==> config.mk <==
export PLATFORM = sky130hd
export DESIGN_NAME = id_ex_operand_stage
export DESIGN_NICKNAME = d
export VERILOG_FILES = /design/src/rtl/mips_pkg.sv /design/src/rtl/fwd_mux.sv /design/src/rtl/id_ex_operand_stage.sv
export SDC_FILE = /design/constraint.sdc
export NUM_CORES = 1
export LEC_CHECK = 0
export CORE_AREA = 2 2 136 138
export DETAILED_ROUTE_END_ITERATION = 7
export DIE_AREA = 0 0 138 140
export GPL_ROUTABILITY_DRIVEN = 0
export PLACE_DENSITY = 0.87
export SYNTH_ARGS = -nofsm -noshare
export SYNTH_HDL_FRONTEND = slang
export SYNTH_SLANG_ARGS = --single-unit
==> constraint.sdc <==
create_clock -name clk -period 2.94 [get_ports clk]
set_clock_uncertainty 0.15 [all_clocks]
set_input_delay 0.735 -clock clk [delete_from_list [all_inputs] [get_ports clk]]
set_output_delay 0.735 -clock clk [all_outputs]
set_load 0.01 [all_outputs]
==> src/rtl/mips_pkg.sv <==
`default_nettype none
// ============================================================================
// Module      : mips_pkg
// Description : Shared ALU-control, forward-select and bubble encodings for
//               the MIPS ID/EX operand stage.
// Revision    : 1.0 - initial release
// ============================================================================
package mips_pkg;

  localparam logic [1:0] ALU_AND = 2'b00;
  localparam logic [1:0] ALU_OR  = 2'b01;
  localparam logic [1:0] ALU_ADD = 2'b10;
  localparam logic [1:0] ALU_SUB = 2'b11;

  localparam logic [1:0] FWD_REG   = 2'b00;
  localparam logic [1:0] FWD_EXMEM = 2'b01;
  localparam logic [1:0] FWD_MEMWB = 2'b10;

  // A bubble is a valid-low slot whose ALU still sees a harmless ADD
  localparam logic       BUBBLE_VALID    = 1'b0;
  localparam logic [1:0] BUBBLE_ALU_CTRL = ALU_ADD;

endpackage
`default_nettype wire

==> src/rtl/fwd_mux.sv <==
`default_nettype none
// ============================================================================
// Module      : fwd_mux
// Description : Per-source RAW bypass select; EX/MEM beats MEM/WB, and
//               register 0 is never forwarded.
// Revision    : 1.0 - initial release
// ============================================================================
module fwd_mux
  import mips_pkg::*;
#(
  parameter int DW = 32,
  parameter int RW = 5
) (
  input  logic [RW-1:0] src,
  input  logic [DW-1:0] reg_data,
  input  logic          exmem_reg_write,
  input  logic [RW-1:0] exmem_rd,
  input  logic [DW-1:0] exmem_result,
  input  logic          memwb_reg_write,
  input  logic [RW-1:0] memwb_rd,
  input  logic [DW-1:0] memwb_result,
  output logic [DW-1:0] fwd_data,
  output logic [1:0]    fwd_sel
);

  always_comb begin
    fwd_sel  = FWD_REG;
    fwd_data = reg_data;
    if (exmem_reg_write && (exmem_rd != '0) && (exmem_rd == src)) begin
      fwd_sel  = FWD_EXMEM;
      fwd_data = exmem_result;
    end else if (memwb_reg_write && (memwb_rd != '0) && (memwb_rd == src)) begin
      fwd_sel  = FWD_MEMWB;
      fwd_data = memwb_result;
    end
  end

endmodule
`default_nettype wire

==> src/rtl/id_ex_operand_stage.sv <==
`default_nettype none
// ============================================================================
// Module      : id_ex_operand_stage
// Description : ID/EX pipeline register with operand forwarding and load-use
//               stall detection feeding the ALU.
// Revision    : 1.0 - initial release
// ============================================================================
module id_ex_operand_stage
  import mips_pkg::*;
#(
  parameter int DW = 32,
  parameter int RW = 5
) (
  input  logic          clk,
  input  logic          rst_n,
  input  logic          id_valid,
  input  logic [DW-1:0] id_rs_data,
  input  logic [DW-1:0] id_rt_data,
  input  logic [15:0]   id_imm,
  input  logic [RW-1:0] id_rs,
  input  logic [RW-1:0] id_rt,
  input  logic [RW-1:0] id_rd,
  input  logic [1:0]    id_alu_ctrl,
  input  logic          id_alu_src,
  input  logic          id_reg_dst,
  input  logic          id_reg_write,
  input  logic          id_mem_read,
  input  logic          id_mem_write,
  input  logic          hold,
  input  logic          flush,
  input  logic          exmem_reg_write,
  input  logic [RW-1:0] exmem_rd,
  input  logic [DW-1:0] exmem_result,
  input  logic          memwb_reg_write,
  input  logic [RW-1:0] memwb_rd,
  input  logic [DW-1:0] memwb_result,
  output logic [DW-1:0] alu_op1,
  output logic [DW-1:0] alu_op2,
  output logic [1:0]    alu_ctrl,
  output logic          ex_valid,
  output logic [RW-1:0] ex_dest,
  output logic          ex_reg_write,
  output logic          ex_mem_read,
  output logic          ex_mem_write,
  output logic [DW-1:0] ex_store_data,
  output logic          load_use_stall
);

  logic          valid_q, valid_d;
  logic [RW-1:0] rs_q, rs_d, rt_q, rt_d, dest_q, dest_d;
  logic [DW-1:0] rs_data_q, rs_data_d, rt_data_q, rt_data_d, imm_q, imm_d;
  logic [1:0]    alu_ctrl_q, alu_ctrl_d;
  logic          alu_src_q, alu_src_d;
  logic          reg_write_q, reg_write_d;
  logic          mem_read_q, mem_read_d;
  logic          mem_write_q, mem_write_d;

  logic          stall;
  logic [DW-1:0] rs_fwd, rt_fwd;
  logic [1:0]    rs_sel, rt_sel;
  logic [3:0]    fwd_sel_unused;

  // An immediate-form consumer only reads rt when it is a store
  assign stall = !flush && valid_q && mem_read_q && (dest_q != '0) && id_valid &&
                 ((dest_q == id_rs) ||
                  ((dest_q == id_rt) && (!id_alu_src || id_mem_write)));

  always_comb begin
    valid_d     = valid_q;
    rs_d        = rs_q;
    rt_d        = rt_q;
    dest_d      = dest_q;
    rs_data_d   = rs_data_q;
    rt_data_d   = rt_data_q;
    imm_d       = imm_q;
    alu_ctrl_d  = alu_ctrl_q;
    alu_src_d   = alu_src_q;
    reg_write_d = reg_write_q;
    mem_read_d  = mem_read_q;
    mem_write_d = mem_write_q;
    if (flush || (!hold && stall)) begin
      valid_d     = BUBBLE_VALID;
      rs_d        = '0;
      rt_d        = '0;
      dest_d      = '0;
      rs_data_d   = '0;
      rt_data_d   = '0;
      imm_d       = '0;
      alu_ctrl_d  = BUBBLE_ALU_CTRL;
      alu_src_d   = 1'b0;
      reg_write_d = 1'b0;
      mem_read_d  = 1'b0;
      mem_write_d = 1'b0;
    end else if (!hold) begin
      valid_d     = id_valid;
      rs_d        = id_rs;
      rt_d        = id_rt;
      dest_d      = id_reg_dst ? id_rd : id_rt;
      rs_data_d   = id_rs_data;
      rt_data_d   = id_rt_data;
      imm_d       = {{(DW-16){id_imm[15]}}, id_imm};
      alu_ctrl_d  = id_alu_ctrl;
      alu_src_d   = id_alu_src;
      reg_write_d = id_reg_write & id_valid;
      mem_read_d  = id_mem_read  & id_valid;
      mem_write_d = id_mem_write & id_valid;
    end
  end

  always_ff @(posedge clk or negedge rst_n) begin
    if (!rst_n) begin
      valid_q     <= BUBBLE_VALID;
      rs_q        <= '0;
      rt_q        <= '0;
      dest_q      <= '0;
      rs_data_q   <= '0;
      rt_data_q   <= '0;
      imm_q       <= '0;
      alu_ctrl_q  <= BUBBLE_ALU_CTRL;
      alu_src_q   <= 1'b0;
      reg_write_q <= 1'b0;
      mem_read_q  <= 1'b0;
      mem_write_q <= 1'b0;
    end else begin
      valid_q     <= valid_d;
      rs_q        <= rs_d;
      rt_q        <= rt_d;
      dest_q      <= dest_d;
      rs_data_q   <= rs_data_d;
      rt_data_q   <= rt_data_d;
      imm_q       <= imm_d;
      alu_ctrl_q  <= alu_ctrl_d;
      alu_src_q   <= alu_src_d;
      reg_write_q <= reg_write_d;
      mem_read_q  <= mem_read_d;
      mem_write_q <= mem_write_d;
    end
  end

  fwd_mux #(.DW(DW), .RW(RW)) u_fwd_rs (
    .src             (rs_q),
    .reg_data        (rs_data_q),
    .exmem_reg_write (exmem_reg_write),
    .exmem_rd        (exmem_rd),
    .exmem_result    (exmem_result),
    .memwb_reg_write (memwb_reg_write),
    .memwb_rd        (memwb_rd),
    .memwb_result    (memwb_result),
    .fwd_data        (rs_fwd),
    .fwd_sel         (rs_sel)
  );

  fwd_mux #(.DW(DW), .RW(RW)) u_fwd_rt (
    .src             (rt_q),
    .reg_data        (rt_data_q),
    .exmem_reg_write (exmem_reg_write),
    .exmem_rd        (exmem_rd),
    .exmem_result    (exmem_result),
    .memwb_reg_write (memwb_reg_write),
    .memwb_rd        (memwb_rd),
    .memwb_result    (memwb_result),
    .fwd_data        (rt_fwd),
    .fwd_sel         (rt_sel)
  );

  // Select codes are kept for debug visibility only
  assign fwd_sel_unused = {rs_sel, rt_sel};

  assign alu_op1        = rs_fwd;
  assign alu_op2        = alu_src_q ? imm_q : rt_fwd;
  assign ex_store_data  = rt_fwd;
  assign alu_ctrl       = alu_ctrl_q;
  assign ex_valid       = valid_q;
  assign ex_dest        = dest_q;
  assign ex_reg_write   = reg_write_q;
  assign ex_mem_read    = mem_read_q;
  assign ex_mem_write   = mem_write_q;
  assign load_use_stall = stall;

endmodule
`default_nettype wire

==> results.toml <==
[synth]
synth.top_cell.area_share_pct = 37.1
yosys_register_bits = 102
synth-async-reset-ratio_pct = 100
synth.cell_area_mm2 = 0.00682
yosys.area.top_type = "dfrtp_1"
synth_most_common_cell = "dfrtp_1"
synthAdderAreaFrac_pct = 0
synth-edff-count = 0
synth_simple_gate_area_share_pct = 22.1
synth.mux.area_fraction_pct = 7.58
synth.area.top_cells = "dfrtp_1 (37%), nand3b_1 (8.5%), o21ai_0 (5.6%)"
post_synth_num_cell_types = 46
avg_cell_area_syn_um2 = 8.84
post_synth_xor_area_fraction_pct = 3.86
synth_sequential_area_ratio_pct = 37.5
yosysWarnings = 0
area_fraction_in_compound_gates_after_synthesis_pct = 22.4
post_synth_most_frequent_cells = "dfrtp_1 (101), nand3b_1 (77), nor2_1 (76), o21ai_0 (76), nand2_1 (66)"
synth.net_count = 954
synthesis.instances = 771
ys.flop_type = "dfrtp_1"
largest_family_of_logic_cells_by_synthesized_area = "compound AO/OA/AOI/OAI gates"

[clock_tree]
worst_skew_pair.late_latency_ns = 0.36
cts_buffer_depth = 2
clk_transition_reported_paths_ns = 0.07
clock_tree.htree_level_count = 3
cts_tree = "built"
cts_hold_repair.buffers = 0
number_of_sinks_handled_by_clock_tree_synthesis = 102
cts_root_buf = "clkbuf_16"
cts-buffers-inserted = 9

[setup_path]
max_stage_delay_ns = 0.58
critical_path.most_common_cell = "buf_6"
worstSetupStartpointType = "input port"
crit_arrival_ns = 2.73
largest_fanout_of_any_net_on_the_critical_path = 7
crit_path_cell_trace = "buf_6 -> or4_4 -> o211ai_4 -> or2_4 -> buf_12 -> buf_6 -> a221oi_4 -> o31ai_2 -> buf_2"
crit_type = "input port to primary output"
cp.required_ns = 2.06
cpMaxStageDelayCell = "or4_4"
critical_path.top_delay_family = "simple AND/OR/NAND/NOR gates"
critical_path.n_buffers_inverters = 4
endpoint_kind = "primary output"

[sta]
layout_min_cycle_time_ns = 3.62
final_hold_viol_count = 0
achievable-frequency_ghz = 0.276
grt_setup_unrepaired = "true"
timing.final.max_slew_violations = 0
timing.final.ws_setup_ns = -0.677
worst_slew_pin_slew_ns = 1.25
max-slew-margin-rel_pct = 16.4
final_cycle_share_pct = 123
final-setup-viol-count = 96

[placement]
detailed_place.area_mm2 = 0.0109
worst_setup_slack_before_clock_tree_synthesis_ns = -1.61
io_buffers = 290
detailedPlacementHpwl_um = 21600

[global_routing]
global_route.usage.met2_pct = 56.1
global_route.usage.met1_pct = 42.7
busiest_layer = "met2"
grt_pass1_wl_um = 51600
grt_usage_pct = 34.6
grt_max_degree = 103
grt_pass1_vias = 8552
sum_of_overflow_across_all_layers_after_global_routing = 0
grt_antenna_before_repair = 5
grt_util_met3_pct = 6.84

[drt]
post_dr_wirelength_cell_um = 25.1
vias_per_cell = 6.07
post-route-drc-count = 0
drt_pre_antenna_iters = 5
antenna_left = 0
detail_route.iter0.violations = 695
route.vias.total = 8468
wl_um = 35000

[run_status]
outcome = "complete, but fails checks"
failed_checks = "setup timing"

[job]
maxCapViolCount = 0

[die]
floorplan.io_pins = 291
die_area_mm2 = 0.0193
die-width_um = 138
core_area_mm2 = 0.0178
row_count = 49
die_h_um = 140
floorplan.initialDensity_pct = 38.3

[cells_and_area]
final.fill_count = 1232
regArea_mm2 = 0.00255
fin_area_mm2 = 0.0125
final_layout_size_suffix_gt1_share_pct = 40.1
synthToLayoutAreaGrowth_pct = 84.0
multi_input_area_mm2 = 0.00495
nNetsFinal = 1338

[power]
pwr_density_cell_mw_per_mm2 = 336
vdd.ir_drop.worst_v = 0.000312
leakage_nw = 5.34

[worst_hold_path]
worstHoldPathType = "input port to asynchronous set/reset pin"
sequential cells by signal, summed over array words and instances, names as in the netlist:
name          cells
alu_src_q         1
alu_ctrl          2
rt_q              5
imm_q            16
ex_mem_write      1
ex_mem_read       1
ex_reg_write      1
rt_data_q        32
rs_q              5
ex_dest           5
ex_valid          1
rs_data_q        32
layout make-up:
cell class / instances / area share [%]
antenna: 5 / 0.0998
multi-input combinational: 568 / 39.5
inverter: 26 / 0.778
clock buffer: 10 / 1.83
clock inverter: 6 / 0.309
sequential: 102 / 20.4
tap: 229 / 2.29
timing repair buffer: 448 / 34.9
routing by layer:
metal / up-vias / wire [µm]
met1: 4160 / 13200
met3: 146 / 2960
li1: 3585 / -
met5: - / 0
met4: 0 / 2370
met2: 577 / 16400
path summary, 6_finish.rpt:
kind                       slack (ns)        start       endpoint  cells past startpoint
max                             -0.68  memwb_rd[0]    alu_op2[19]                      9
min                              0.30        rst_n    alu_ctrl[0]                      2
max reg2reg                      0.45   ex_dest[2]  rt_data_q[15]                      7
min reg2reg                      0.34     imm_q[1]       imm_q[1]                      1
max in group asynchronous        1.91        rst_n      alu_src_q                      2
min in group clk                 0.34     imm_q[1]       imm_q[1]                      1
power breakdown:
group	internal (mW)	switching (mW)
logic	0.794	0.672
registers	1.48	0.0881
clock network	0.575	0.598
cells by family after synthesis:
| group | Yosys count |
|---|---|
| compound gates | 204 |
| xor+xnor | 30 |
| buf+inv | 103 |
| flops | 102 |
| mux | 50 |
| simple gates | 282 |
cells in the final DEF, fill, tap and decap left out, drive strengths merged, types with 16 or more instances in the layout:
cell type	n
nand2	66
clkdlybuf4s50	171
and3	19
a32o	22
o41ai	16
xnor2	24
o31ai	19
a221oi	19
inv	27
nor2	78
dfrtp	101
a21oi	33
nor3	16
buf	266
mux2i	37
o21ai	78
nand3b	77
worst reg2reg max path, cell delays in order, from the launching register on:
cell     delay, ns
dfrtp_1       0.47
xnor2_1       0.21
nand3_1       0.12
nor3_2        0.22
o21ai_2       0.13
inv_2         0.11
buf_4         0.65
o21ai_0       0.27
per-stage QoR:
stage          utilization (%)  setup TNS, ns  hold WS (ns)  cells  total power [mW]
2_1_floorplan                -          -8.28         0.289    771              2.06
3_3_place_gp              61.1        -132.26         0.319   1317              2.82
3_5_place_dp              61.1        -141.01         0.330   1317              2.84
4_1_cts                   69.2         -52.17         0.323   1384              4.13
5_1_grt                   70.5         -55.82         0.342   1394              4.34
6_report                  70.5         -52.10         0.297   1394              4.21
what timing repair did:
action,4_1_cts,5_1_grt
pin swaps,98,65
endpoints found under the setup margin,97,97
cloned,12,0
setup buffers,48,20
resized for setup,626,81
Power figures use the tool's default switching activity.
